File: config.mk
export PLATFORM = sky130hd
export DESIGN_NAME = instr_readback
export DESIGN_NICKNAME = d
export VERILOG_FILES = /design/src/rtl/instr_readback_pkg.sv /design/src/rtl/instr_readback_fifo.sv /design/src/rtl/instr_readback.sv
export SDC_FILE = /design/constraint.sdc
export NUM_CORES = 1
export LEC_CHECK = 0
export ABC_AREA = 1
export CORE_MARGIN = 2
export CORE_UTILIZATION = 50
export DETAILED_ROUTE_END_ITERATION = 10
export DONT_BUFFER_PORTS = 1
export PLACE_DENSITY = 0.68
export SETUP_SLACK_MARGIN = 0.5
export SLEW_MARGIN = 10
export SYNTH_ARGS = -nofsm -noshare
export SYNTH_HDL_FRONTEND = slang
export SYNTH_SLANG_ARGS = --single-unit
File: constraint.sdc
create_clock -name clk_in -period 4.25 [get_ports clk_in]
set_clock_uncertainty 0.05 [all_clocks]
set_input_delay 0.2125 -clock clk_in [delete_from_list [all_inputs] [get_ports clk_in]]
set_output_delay 0.2125 -clock clk_in [all_outputs]
set_load 0.1 [all_outputs]
File: src/rtl/instr_readback_pkg.sv
// -----------------------------------------------------------------------------
// instr_readback_pkg
// Shared assembler package for the instruction readback path.
//   - NUMBER_LINES / DATA_WIDTH : instruction BRAM geometry shared with the
//                                 assembler write path
//   - PC_WIDTH / ADDR_WIDTH     : byte-PC and word-address widths
//   - rb_state_t                : readback state machine encoding
//   - rb_entry_t                : {pc, word} entry held in the readback FIFO
//   - words_from_end_pc()       : rounds/clamps an end PC into a word count
// Optional feature macro used by the readback top: READBACK_CHECKSUM_EN.
// -----------------------------------------------------------------------------
package instr_readback_pkg;

   localparam int NUMBER_LINES = 256;
   localparam int DATA_WIDTH   = 32;
   localparam int PC_WIDTH     = $clog2(NUMBER_LINES * 4);
   localparam int ADDR_WIDTH   = $clog2(NUMBER_LINES);

   typedef enum logic [1:0] {
      IDLE  = 2'd0,
      FETCH = 2'd1,
      DRAIN = 2'd2,
      DONE  = 2'd3
   } rb_state_t;

   typedef struct packed {
      logic [PC_WIDTH-1:0]   pc;
      logic [DATA_WIDTH-1:0] word;
   } rb_entry_t;

   // Drops the byte offset (low two bits) and clamps to the BRAM depth, so a
   // runaway end PC can never make the reader wrap around the address space.
   function automatic logic [ADDR_WIDTH:0] words_from_end_pc(input logic [PC_WIDTH:0] end_pc);
      logic [PC_WIDTH:0] w_raw;
      w_raw = end_pc >> 2;
      if (w_raw > (PC_WIDTH+1)'(NUMBER_LINES))
         return (ADDR_WIDTH+1)'(NUMBER_LINES);
      return w_raw[ADDR_WIDTH:0];
   endfunction

endpackage

File: src/rtl/instr_readback_fifo.sv
// -----------------------------------------------------------------------------
// readback_fifo
// Small synchronous FIFO of {pc, word} entries between the BRAM return path
// and the streaming output of instr_readback.
// Ports:
//   clk_in    : clock
//   rst_in    : asynchronous active-high reset (empties the FIFO)
//   push_in   : write data_in this cycle (ignored when full)
//   data_in   : entry to write
//   pop_in    : remove the head entry this cycle (ignored when empty)
//   data_out  : head entry (meaningful only when not empty)
//   full_out  : FIFO holds DEPTH entries
//   empty_out : FIFO holds no entries
//   count_out : current occupancy
// -----------------------------------------------------------------------------
module readback_fifo
   import instr_readback_pkg::*;
#(
   parameter int DEPTH = 4
) (
   input  logic                         clk_in,
   input  logic                         rst_in,
   input  logic                         push_in,
   input  rb_entry_t                    data_in,
   input  logic                         pop_in,
   output rb_entry_t                    data_out,
   output logic                         full_out,
   output logic                         empty_out,
   output logic [$clog2(DEPTH+1)-1:0]   count_out
);

   localparam int PW = (DEPTH > 1) ? $clog2(DEPTH) : 1;
   localparam int CW = $clog2(DEPTH + 1);

   rb_entry_t      r_mem [DEPTH];
   logic [PW-1:0]  r_wr_ptr;
   logic [PW-1:0]  r_rd_ptr;
   logic [CW-1:0]  r_count;
   logic           w_push;
   logic           w_pop;

   assign full_out  = (r_count == CW'(DEPTH));
   assign empty_out = (r_count == '0);
   assign count_out = r_count;
   assign data_out  = r_mem[r_rd_ptr];

   assign w_push = push_in && !full_out;
   assign w_pop  = pop_in && !empty_out;

   // Storage needs no reset: an entry is only ever observed after a push.
   always_ff @(posedge clk_in) begin
      if (w_push)
         r_mem[r_wr_ptr] <= data_in;
   end

   always_ff @(posedge clk_in or posedge rst_in) begin
      if (rst_in) begin
         r_wr_ptr <= '0;
         r_rd_ptr <= '0;
         r_count  <= '0;
      end else begin
         if (w_push)
            r_wr_ptr <= (r_wr_ptr == PW'(DEPTH - 1)) ? '0 : r_wr_ptr + 1'b1;
         if (w_pop)
            r_rd_ptr <= (r_rd_ptr == PW'(DEPTH - 1)) ? '0 : r_rd_ptr + 1'b1;
         case ({w_push, w_pop})
            2'b10:   r_count <= r_count + 1'b1;
            2'b01:   r_count <= r_count - 1'b1;
            default: r_count <= r_count;
         endcase
      end
   end

endmodule

File: src/rtl/instr_readback.sv
// -----------------------------------------------------------------------------
// instr_readback
// Walks the instruction BRAM from word 0 up to end_pc/4-1 and streams every
// word with its byte PC over a valid/ready interface.
// Optional feature: define READBACK_CHECKSUM_EN to add checksum_out, the
// modulo-2^DATA_WIDTH sum of all words handshaken in the current readback.
// Ports:
//   clk_in        : clock
//   rst_in        : asynchronous active-high reset
//   start_in      : begin a readback (sampled in IDLE; a start seen during
//                   the done cycle is remembered and launched from IDLE)
//   end_pc_in     : byte PC one past the last word, sampled with start_in
//   bram_addr_out : BRAM word address
//   bram_en_out   : BRAM read enable, high only on issuing cycles
//   bram_data_in  : BRAM read data, BRAM_LATENCY cycles after the address
//   word_out      : streamed instruction word
//   pc_out        : byte PC of word_out
//   valid_out     : word_out/pc_out valid
//   ready_in      : consumer accepts the current word
//   busy_out      : readback in progress (FETCH or DRAIN)
//   done_out      : one-cycle completion pulse
//   checksum_out  : (READBACK_CHECKSUM_EN only) running word sum
// -----------------------------------------------------------------------------
module instr_readback
   import instr_readback_pkg::*;
#(
   parameter int BRAM_LATENCY = 2
) (
   input  logic                    clk_in,
   input  logic                    rst_in,
   input  logic                    start_in,
   input  logic [PC_WIDTH:0]       end_pc_in,
   output logic [ADDR_WIDTH-1:0]   bram_addr_out,
   output logic                    bram_en_out,
   input  logic [DATA_WIDTH-1:0]   bram_data_in,
   output logic [DATA_WIDTH-1:0]   word_out,
   output logic [PC_WIDTH-1:0]     pc_out,
   output logic                    valid_out,
   input  logic                    ready_in,
   output logic                    busy_out,
   output logic                    done_out
`ifdef READBACK_CHECKSUM_EN
   ,
   output logic [DATA_WIDTH-1:0]   checksum_out
`endif
);

   // Two spare slots beyond the read latency let the pipeline run at one
   // word per cycle while the head entry is being handed off.
   localparam int DEPTH = BRAM_LATENCY + 2;
   localparam int CW    = $clog2(DEPTH + 1);

   rb_state_t              r_state;
   rb_state_t              w_state_next;
   logic [ADDR_WIDTH:0]    r_num_words;
   logic [ADDR_WIDTH:0]    r_issue_cnt;
   logic [ADDR_WIDTH:0]    r_pop_cnt;
   logic [ADDR_WIDTH-1:0]  r_addr;
   logic [ADDR_WIDTH-1:0]  r_push_cnt;
   logic                   r_inflight [BRAM_LATENCY];
   logic                   r_start_pend;
   logic [PC_WIDTH:0]      r_end_pc_pend;

   logic                   w_start;
   logic                   w_launch;
   logic [PC_WIDTH:0]      w_end_pc;
   logic [ADDR_WIDTH:0]    w_words;
   logic [ADDR_WIDTH:0]    w_issue_inc;
   logic [ADDR_WIDTH:0]    w_pop_inc;
   logic                   w_issue;
   logic                   w_done;
   logic                   w_push;
   logic                   w_handshake;
   logic [CW-1:0]          w_inflight_cnt;
   logic [CW:0]            w_outstanding;
   logic                   w_credit;
   rb_entry_t              w_push_entry;
   rb_entry_t              w_head;
   logic                   w_fifo_full;
   logic                   w_fifo_empty;
   logic [CW-1:0]          w_fifo_count;

   // ---------------------------------------------------------------- launch
   assign w_start     = start_in || r_start_pend;
   assign w_end_pc    = r_start_pend ? r_end_pc_pend : end_pc_in;
   assign w_words     = words_from_end_pc(w_end_pc);
   assign w_launch    = (r_state == IDLE) && w_start;
   assign w_issue_inc = r_issue_cnt + 1'b1;
   assign w_pop_inc   = r_pop_cnt + 1'b1;

   // ---------------------------------------------------------------- credit
   // Every issued read owns a FIFO slot from issue until it is popped, so
   // return data can never find the FIFO full.
   always_comb begin
      w_inflight_cnt = '0;
      for (int i = 0; i < BRAM_LATENCY; i++)
         w_inflight_cnt = w_inflight_cnt + {{(CW-1){1'b0}}, r_inflight[i]};
   end

   assign w_outstanding = {1'b0, w_fifo_count} + {1'b0, w_inflight_cnt};
   assign w_credit      = (w_outstanding < (CW+1)'(DEPTH)) && !w_fifo_full;

   // ---------------------------------------------------------- state machine
   always_comb begin
      w_state_next = r_state;
      w_issue      = 1'b0;
      w_done       = 1'b0;
      case (r_state)
         IDLE: begin
            if (w_start)
               w_state_next = (w_words == '0) ? DONE : FETCH;
         end
         FETCH: begin
            if (w_credit) begin
               w_issue = 1'b1;
               if (w_issue_inc == r_num_words)
                  w_state_next = DRAIN;
            end
         end
         DRAIN: begin
            if (w_handshake && (w_pop_inc == r_num_words))
               w_state_next = DONE;
         end
         DONE: begin
            w_done       = 1'b1;
            w_state_next = IDLE;
         end
         default: w_state_next = IDLE;
      endcase
   end

   always_ff @(posedge clk_in or posedge rst_in) begin
      if (rst_in) begin
         r_state       <= IDLE;
         r_num_words   <= '0;
         r_issue_cnt   <= '0;
         r_pop_cnt     <= '0;
         r_addr        <= '0;
         r_push_cnt    <= '0;
         r_start_pend  <= 1'b0;
         r_end_pc_pend <= '0;
      end else begin
         r_state <= w_state_next;
         if (w_launch) begin
            r_num_words  <= w_words;
            r_issue_cnt  <= '0;
            r_pop_cnt    <= '0;
            r_addr       <= '0;
            r_push_cnt   <= '0;
            r_start_pend <= 1'b0;
         end
         if (w_issue) begin
            r_issue_cnt <= w_issue_inc;
            // Hold the final address rather than stepping past the last line.
            if (w_issue_inc != r_num_words)
               r_addr <= r_addr + 1'b1;
         end
         if (w_push)
            r_push_cnt <= r_push_cnt + 1'b1;
         if (w_handshake)
            r_pop_cnt <= w_pop_inc;
         if ((r_state == DONE) && start_in) begin
            r_start_pend  <= 1'b1;
            r_end_pc_pend <= end_pc_in;
         end
      end
   end

   // ------------------------------------------------------- in-flight flags
   // Flag k set means a read issued k+1 cycles ago; the oldest stage marks
   // the cycle in which bram_data_in carries that read's data.
   generate
      for (genvar gi = 0; gi < BRAM_LATENCY; gi++) begin : g_inflight
         if (gi == 0) begin : g_head
            always_ff @(posedge clk_in or posedge rst_in) begin
               if (rst_in) r_inflight[gi] <= 1'b0;
               else        r_inflight[gi] <= w_issue;
            end
         end else begin : g_tail
            always_ff @(posedge clk_in or posedge rst_in) begin
               if (rst_in) r_inflight[gi] <= 1'b0;
               else        r_inflight[gi] <= r_inflight[gi-1];
            end
         end
      end
   endgenerate

   assign w_push            = r_inflight[BRAM_LATENCY-1];
   // Reads return in issue order, so the push count is the word index.
   assign w_push_entry.pc   = {r_push_cnt, 2'b00};
   assign w_push_entry.word = bram_data_in;

   readback_fifo #(
      .DEPTH (DEPTH)
   ) u_fifo (
      .clk_in    (clk_in),
      .rst_in    (rst_in),
      .push_in   (w_push),
      .data_in   (w_push_entry),
      .pop_in    (w_handshake),
      .data_out  (w_head),
      .full_out  (w_fifo_full),
      .empty_out (w_fifo_empty),
      .count_out (w_fifo_count)
   );

   // --------------------------------------------------------------- outputs
   assign valid_out     = !w_fifo_empty;
   assign w_handshake   = valid_out && ready_in;
   assign word_out      = valid_out ? w_head.word : '0;
   assign pc_out        = valid_out ? w_head.pc   : '0;
   assign bram_addr_out = r_addr;
   assign bram_en_out   = w_issue;
   assign busy_out      = (r_state == FETCH) || (r_state == DRAIN);
   assign done_out      = w_done;

`ifdef READBACK_CHECKSUM_EN
   logic [DATA_WIDTH-1:0] r_checksum;

   always_ff @(posedge clk_in or posedge rst_in) begin
      if (rst_in)
         r_checksum <= '0;
      else if (w_launch)
         r_checksum <= '0;
      else if (w_handshake)
         r_checksum <= r_checksum + word_out;
   end

   assign checksum_out = r_checksum;
`else
   // Checksum port and adder are not built in this configuration.
`endif

endmodule

After elaboration in Yosys (flattened, before gate mapping):

Memories as Yosys holds them, arrays and structs flattened.
Index checks and enable logic that the tools add are counted.

* register bits after elaboration: 66
* memory bits (writable): 160
* input port bits: 47
* output and inout bits: 54
* logic and storage cells: 91
* memories kept: 1

Memories
* u_fifo.r_mem: words 4, width 40, read ports 1, clocked after Yosys merged registers in 0, write ports 1, line instr_readback_fifo.sv:35 `rb_entry_t r_mem [DEPTH];`

* add/sub/neg operators: 10
* order comparisons: 2
* eq/ne operators: 15
* muxes and demuxes: 30
* reduce and logical (&&, ||, !) cells: 20

Operator list (number)
* $mux W9: 5
* $mux W8: 5
* $mux W32: 1
* $add A9 B1 Y9 const B: 2
* $eq A9 B9 Y1: 2
* $add A8 B1 Y8 const B: 2
* $mux W2: 7
* $mux W11: 1
* $eq A2 B2 Y1 const B: 5
* $mux W10: 1
* $reduce_bool A2 Y1: 5
* $gt A9 B9 Y1 const B: 1
* $logic_not A9 Y1: 1
* $ne A9 B9 Y1: 1
* $mux W1: 8
* $ne A2 B2 Y1 const B: 4
* $pmux W2 S4: 1
* $logic_and A1 B1 Y1: 7
* $pmux W3 S2: 1
* $add A2 B1 Y2 const B: 2
* $add A3 B2 Y4: 1
* $eq A2 B1 Y1 const B: 2
* $lt A4 B3 Y1 const B: 1
* $reduce_and A4 Y1: 1
* 8 further kinds: 10

Depth between registers and ports, before layout:

Gate-level depths: netlist of the first run.

* word-level depth: 8
* mapped depth: 15
* depth with buffers taken out: 15

By module:

A second synthesis of the first run with hierarchy kept.

* cell total of the unflattened synthesis: 1105
* area, all modules: 11026.8 µm²

Modules (own cells, without submodules)
* readback_fifo: times used 1, cells each 552, area each 7253.2 µm², sequential area each 5220.0 µm²
* instr_readback: times used 1, cells each 553, area each 3773.6 µm², sequential area each 1426.4 µm²

Worst setup path before layout of the first run:

Ideal clock, no wire load.

* path kind: reg2out
* start: register u_fifo.r_count[0], in the netlist u_fifo.count_out[0]
* end: output pc_out[2]
* arrival time: 3.144 ns
* required time: 3.988 ns
* setup slack: 0.843 ns
* stages on the path, launching flop included: 6
* path buffers: 1
* path through: dfrtp_1 > inv_1 > nand3_1 > inv_1 > clkbuf_1 > a21oi_1

* cells in the longest elaborated chain, start to end: 2

Ends and longest elaborated chain
* start: declaration: line instr_readback_fifo.sv:38 `logic [CW-1:0] r_count;`
* start signal: assignment: line instr_readback_fifo.sv:67 `2'b10: r_count <= r_count + 1'b1;`
* start signal: assignment: line instr_readback_fifo.sv:68 `2'b01: r_count <= r_count - 1'b1;`
* start signal: assignment: line instr_readback_fifo.sv:69 `default: r_count <= r_count;`
* $logic_not A3 Y1: line instr_readback_fifo.sv:43 `assign empty_out = (r_count == '0);`
* $mux W10: line instr_readback.sv:211 `assign pc_out = valid_out ? w_head.pc : '0;`
* end: declaration: line instr_readback.sv:37 `output logic [PC_WIDTH-1:0] pc_out,`

Every way passes these cells.

Worst setup path after layout of the first run:

* start: register u_fifo.r_count[0], in the netlist u_fifo.count_out[0]
* end: output word_out[5]

* cells in the longest elaborated chain, start to end: 2

Ends and longest elaborated chain
* $logic_not A3 Y1: line instr_readback_fifo.sv:43
* $mux W32: line instr_readback.sv:210 `assign word_out = valid_out ? w_head.word : '0;`
* end: declaration: line instr_readback.sv:36 `output logic [DATA_WIDTH-1:0] word_out,`

Every way passes these cells.

==> results of run 1 <==
## cells in the mapped netlist (2+ instances only)
cell and number:
a21oi_1 48, buf_2 2, buf_4 2, clkbuf_1 32, clkinv_1 2, dfrtp_1 64, edfxtp_1 160, ha_1 15
inv_1 81, inv_2 3, mux2_2 2, nand2_1 151, nand2_2 9, nand3_1 38, nand3_2 3, nand3b_1 2
nand4_1 10, nor2_1 196, nor2_2 6, nor3_1 2, o21ai_0 123, o21ai_1 2, o22ai_1 15, xnor2_1 3
xor2_1 11
## cell type report
cell class                 count  area (sq um)
clock buffer                  32         640.6
clock inverter                11         68.82
fill                        1567          7666
inverter                      86         322.8
multi-input combinational    651          3319
sequential                   224          6407
tap                          265         331.6
timing repair buffer          97         833.3
## logic make-up (layout without fill, tap and decap cells)
| group | Yosys count | in the layout | share of synthesized area, % |
|---|---|---|---|
| multiplexers | 2 | 2 | 0.2246 |
| AO/OA/AOI/OAI | 193 | 193 | 9.973 |
| other | 1 | 2 | 0.03741 |
| buffers and inverters | 124 | 226 | 4.818 |
| adder cells (fa/ha/maj) | 16 | 16 | 2.072 |
| flip-flops | 224 | 224 | 63.90 |
| AND/OR/NAND/NOR | 424 | 424 | 17.75 |
| XOR/XNOR | 14 | 14 | 1.223 |
## stage by stage
step	hold slack (ns)	setup WS, ns	cells	cell area [sq um]
floorplan	0.2614	0.8434	999	10030
CTS	0.01333	1.254	1366	11920
global placement	0.2479	1.715	1281	10790
detailed placement	0.2455	1.664	1281	10790
global route	0.03265	1.089	1366	11920
finish	0.006776	1.268	1366	11920
## flip-flops by register name (all words and copies together), names as in the netlist, 3 cells and up
| signal | cells |
|---|---|
| u_fifo.r_mem | 160 |
| r_end_pc_pend | 9 |
| r_issue_cnt | 9 |
| r_num_words | 9 |
| r_pop_cnt | 9 |
| bram_addr_out | 8 |
| r_push_cnt | 8 |
| u_fifo.count_out | 3 |
## what timing repair did
action / CTS / global route
setup endpoints to repair: 0 / 0
hold buffers: 42 / 0
buffers inserted: 0 / 0
endpoints found under the hold margin: 173 / 0
## cell usage in the layout (no fill, tap or decap), drive strengths merged
cell	n
clkbuf	32
nand3	42
nand2	161
mux2	2
a22o	1
buf	55
o22ai	15
dfrtp	64
nor4	1
or2	2
fa	1
a31oi	1
nand4	10
xor2	11
a21oi	49
dlygate4sd3	42
o21ai	126
conb	2
o31ai	1
ha	15
xnor2	3
nor3	3
clkinv	12
nand3b	2
clkinvlp	1
nor2	203
edfxtp	160
inv	84
## final timing paths
| kind | depth (start not counted) | start | end |
|---|---|---|---|
| setup reg to reg | 5 | w_push | u_fifo.r_mem[1][32] |
| min in group asynchronous | 2 | rst_in | bram_addr_out[7] |
| max in group asynchronous | 3 | rst_in | r_end_pc_pend[8] |
| hold / removal | 2 | end_pc_in[2] | r_num_words[0] |
| setup / recovery | 7 | u_fifo.count_out[0] | word_out[5] |
| hold reg to reg | 0 | r_inflight[1] | w_push |
## metal layers
| layer | global-route usage [%] | wire length (um) | share of wire, % |
|---|---|---|---|
| met1 | 26.55 | 9359 | 44 |
| met2 | 34.29 | 10300 | 48 |
| met3 | 3.448 | 1119 | 5.3 |
| met4 | 5.490 | 491 | 2.3 |
| met5 | 0 | 0 | 0 |
## worst max-delay path: cells and delay by family (launching register included)
| family | cells | cell delay [ns] |
|---|---|---|
| AOI/OAI and AO/OA | 1 | 0.06 |
| buffers and inverters | 5 | 1.57 |
| DFF | 1 | 0.41 |
| and+or+nand+nor | 1 | 0.15 |
==> flow_metrics.tcl, run 1 <==
set metrics [dict create \
    outcome "finished, final reports clean" \
    finish.utilization_pct 60.87 \
    cp_slowest_stage_delay_ns 0.56 \
    synth_top_area_share_pct 47.93 \
    drc 0 \
    setup_viol 0 \
    area_growth_pct 18.95 \
    ys_types 41 \
    synthCells 998 \
    startpoint_type "flop" \
    grt_pass1_vias 6915 \
    cpMostUsedCell "buf_4" \
    worstPathArrival_ns 2.72 \
    yosys_warnings 0 \
    critPathSlowestCell "inv_2" \
    coreArea_sq_um 19590 \
    via_per_inst 5.242 \
    insertion_delay_ns 0.52 \
    min_path_type "in -> reg" \
    antenna_found_initial 0 \
    dr.first_iter.drc_count 423 \
    clock_path_buffers 3 \
    r2r_slack_ns 1.71 \
    path_clk_slew_ns 0.06 \
    cts_root_buffer "clkbuf_16" \
    via_count 7161 \
    drv_slew 0 \
    setup_tns_ns 0 \
    avgSynthCellArea_sq_um 10.04 \
    period_needed_ns 2.982 \
    cap_violations 0 \
    clock-sinks 224 \
    io_buffer_count 0 \
    grt_overflow 0 \
    async_flop_share_pct 28.57 \
    synth-main-ff-cell "edfxtp_1" \
    numCtsBuffers 24 \
    maxSlewHeadroom_pct 21.51 \
    synth_edf_count 160 \
    required_ns 3.99 \
    grt_pass1_wl_um 34560 \
    num_io_pins 101 \
    cts-resized-gates 0 \
    cts_tree "yes" \
    dieHeight_um 145.6 \
    die_x_um 145.6 \
    drtPass1Iterations 5 \
    grt_max_degree 83 \
    place_congestion 0.8708 \
    hpwl_um 12710 \
    crit_chain "inv_1 -> nand3_1 -> buf_4 -> inv_2 -> buf_4 -> a21oi_2 -> buf_4" \
    rsz0062_at_grt "no" \
    worst_slew_pin_slew_ns 1.177 \
    netlist_area_sq_um 10020 \
    min_period_over_period_pct 70.16 \
    yosys-top-cells-area "edfxtp_1, dfrtp_1, nor2_1" \
    crit_fanout 23 \
    timing.fmax_mhz 335.4 \
    design.die.area_sq_um 21200 \
    ys_seq_area_share_pct 63.90 \
    route.final.wire_length_um 21270 \
    yosys.area.top_type "edfxtp_1" \
    ant_nets 0 \
    nets 1147 \
    gr-usage-all-layers_pct 20.01 \
    rows 51 \
    initial_utilization_pct 51.17 \
    avgRoutedWirePerCell_um 15.57 \
    final_hold_viol_count 0 \
    worstSetupPathType "reg -> out" \
    ys_ff_latch 224 \
    endpoint_kind "output port" \
    htreeDepth 1 \
    layout-drive-gt1-share_pct 15.08 \
    num_antenna_cells 0 \
]
Power of run 1 is left out: the tool's default activity adds up to more than one toggle a clock period on the data nets, which glitch-free logic cannot reach.
==> run 2: changes to the inputs <==
==> constraint.sdc (replaced) <==
create_clock -name clk_in -period 2.9 [get_ports clk_in]
set_clock_uncertainty 0.05 [all_clocks]
set_input_delay 0.145 -clock clk_in [delete_from_list [all_inputs] [get_ports clk_in]]
set_output_delay 0.145 -clock clk_in [all_outputs]
set_load 0.1 [all_outputs]
==> run 2 against run 1 <==
Compared with the run above:
- sequential share of layout area is 3.6 points lower
- global-route usage increased by 0.58 points
- utilization up 4.5 points
- die area did not move
- via count rose by 0.82%
- first-iteration DRC count is 0.71% lower
- highest routed layer unchanged
==> flow_metrics.tcl, run 2 (synthesized netlist as in run 1, its figures left out) <==
set metrics [dict create \
    antenna_found_initial 0 \
    grt_max_degree 41 \
    path_clk_slew_ns 0.06 \
    final_hold_viol_count 0 \
    hpwl_um 13150 \
    clock-sinks 224 \
    io_buffer_count 0 \
    cts_root_buffer "clkbuf_16" \
    insertion_delay_ns 0.52 \
    critPathSlowestCell "dfrtp_4" \
    fin_area_sq_um 12800 \
    htreeDepth 1 \
    num-fill-cells 1500 \
    layout_commonest_cell "nor2_1" \
    instances_no_fill 1386 \
    initial_utilization_pct 51.17 \
    numCtsBuffers 23 \
    num_antenna_cells 0 \
    place_ws_ns 0.5803 \
    area_growth_pct 27.66 \
    grt_pass1_wl_um 35490 \
    mostFrequentLayoutCells "nor2_1, edfxtp_1, nand2_1, o21ai_0, inv_1" \
    grt_pass1_vias 7163 \
    maxSlewHeadroom_pct 67.28 \
    timing.fmax_mhz 431.9 \
    route.final.wire_length_um 21760 \
    gr-usage-all-layers_pct 20.59 \
    clock_path_buffers 3 \
    startpoint_type "flop" \
    coreArea_sq_um 19590 \
    setup_ws_ns 0.5847 \
    ant_nets 0 \
    min_path_type "in -> async" \
    cp_slowest_stage_delay_ns 0.52 \
    avgRoutedWirePerCell_um 15.70 \
    cp_top_family "flip-flops" \
    cap_violations 0 \
    die_x_um 145.6 \
    largest_reg_flops 160 \
    num_io_pins 101 \
    drv_slew 0 \
    rows 51 \
    period_needed_ns 2.315 \
    cts_tree "yes" \
    via_per_inst 5.209 \
    path_buf_inv 2 \
    min_period_over_period_pct 79.84 \
    worst_slew_pin_slew_ns 0.4857 \
    design.die.area_sq_um 21200 \
    grt_overflow 0 \
    outcome "finished, final reports clean" \
    setup_tns_ns 0 \
    post_dp_cell_area_sq_um 11470 \
    crit_fanout 32 \
    cpMostUsedCell "nor2_1" \
    endpoint_kind "output port" \
    worstPathArrival_ns 2.12 \
    dpl.cell_count 1296 \
    crit_chain "buf_8 -> nor2_1 -> nor2_1 -> o21ai_0 -> a21oi_2 -> buf_12" \
    via_count 7220 \
    layout-drive-gt1-share_pct 16.68 \
    drtPass1Iterations 4 \
    worstSetupPathType "reg -> out" \
    rsz0062_at_grt "no" \
    dr.first_iter.drc_count 420 \
    required_ns 2.71 \
    place_congestion 0.8324 \
    largest_register "u_fifo.r_mem" \
    drc 0 \
    dieHeight_um 145.6 \
    nets 1169 \
    setup_viol 0 \
]
run 2: metal layers:
metal / part of all wire [%] / track usage (%) / vias up
li1: - / - / 3590
met1: 43 / 26.16 / 3440
met2: 51 / 36.49 / 149
met3: 3.9 / 3.323 / 41
met4: 2.6 / 6.275 / 0
met5: 0 / 0 / -
run 2: repair_timing:
item                                    CTS  global route
resized for setup                        16             9
cloned                                    1             1
pin swaps                                 1             2
hold buffers                             44             0
endpoints found under the setup margin   40            42
endpoints found under the hold margin   222             0
buffers inserted                          1             3
run 2: final timing paths:
| check | start | to | slack, ns | cells past startpoint |
|---|---|---|---|---|
| setup / recovery | u_fifo.r_rd_ptr[0] | pc_out[8] | 0.58 | 6 |
| hold / removal | rst_in | r_issue_cnt[7] | 0.04 | 2 |
| setup reg to reg | u_fifo.count_out[0] | u_fifo.count_out[2] | 0.71 | 9 |
| hold reg to reg | r_inflight[1] | w_push | 0.36 | 0 |
| max in group asynchronous | rst_in | u_fifo.r_rd_ptr[0] | 2.10 | 3 |
| min in group clk_in | start_in | r_start_pend | 0.09 | 2 |
run 2: per-stage QoR:
step	hold WS [ns]	util [%]
after floorplan	0.1939	-
after global placement	0.007814	58.57
after detailed placement	0.007621	58.57
after CTS	0.05259	64.95
after global routing	0.08411	65.33
final	0.04070	65.33
run 2: area by class of cell:
| cell class | instances | area (sq um) | share of cell area, % |
|---|---|---|---|
| inverter | 86 | 337.8 | 2.640 |
| clock inverter | 10 | 115.1 | 0.8995 |
| tap | 265 | 331.6 | 2.591 |
| sequential | 224 | 6411 | 50.10 |
| multi-input combinational | 651 | 3337 | 26.08 |
| timing repair buffer | 120 | 1663 | 12.99 |
| clock buffer | 30 | 601.8 | 4.703 |
run 2: worst reg2reg max path, delay by kind of cell (launching register included):
kind	cells	cell delay [ns]
flip-flops	1	0.40
buffers and inverters	3	0.45
adder cells (fa/ha/maj)	2	0.56
AO/OA/AOI/OAI	3	0.46
XOR/XNOR	1	0.16
Power of run 2 is left out for the same reason.
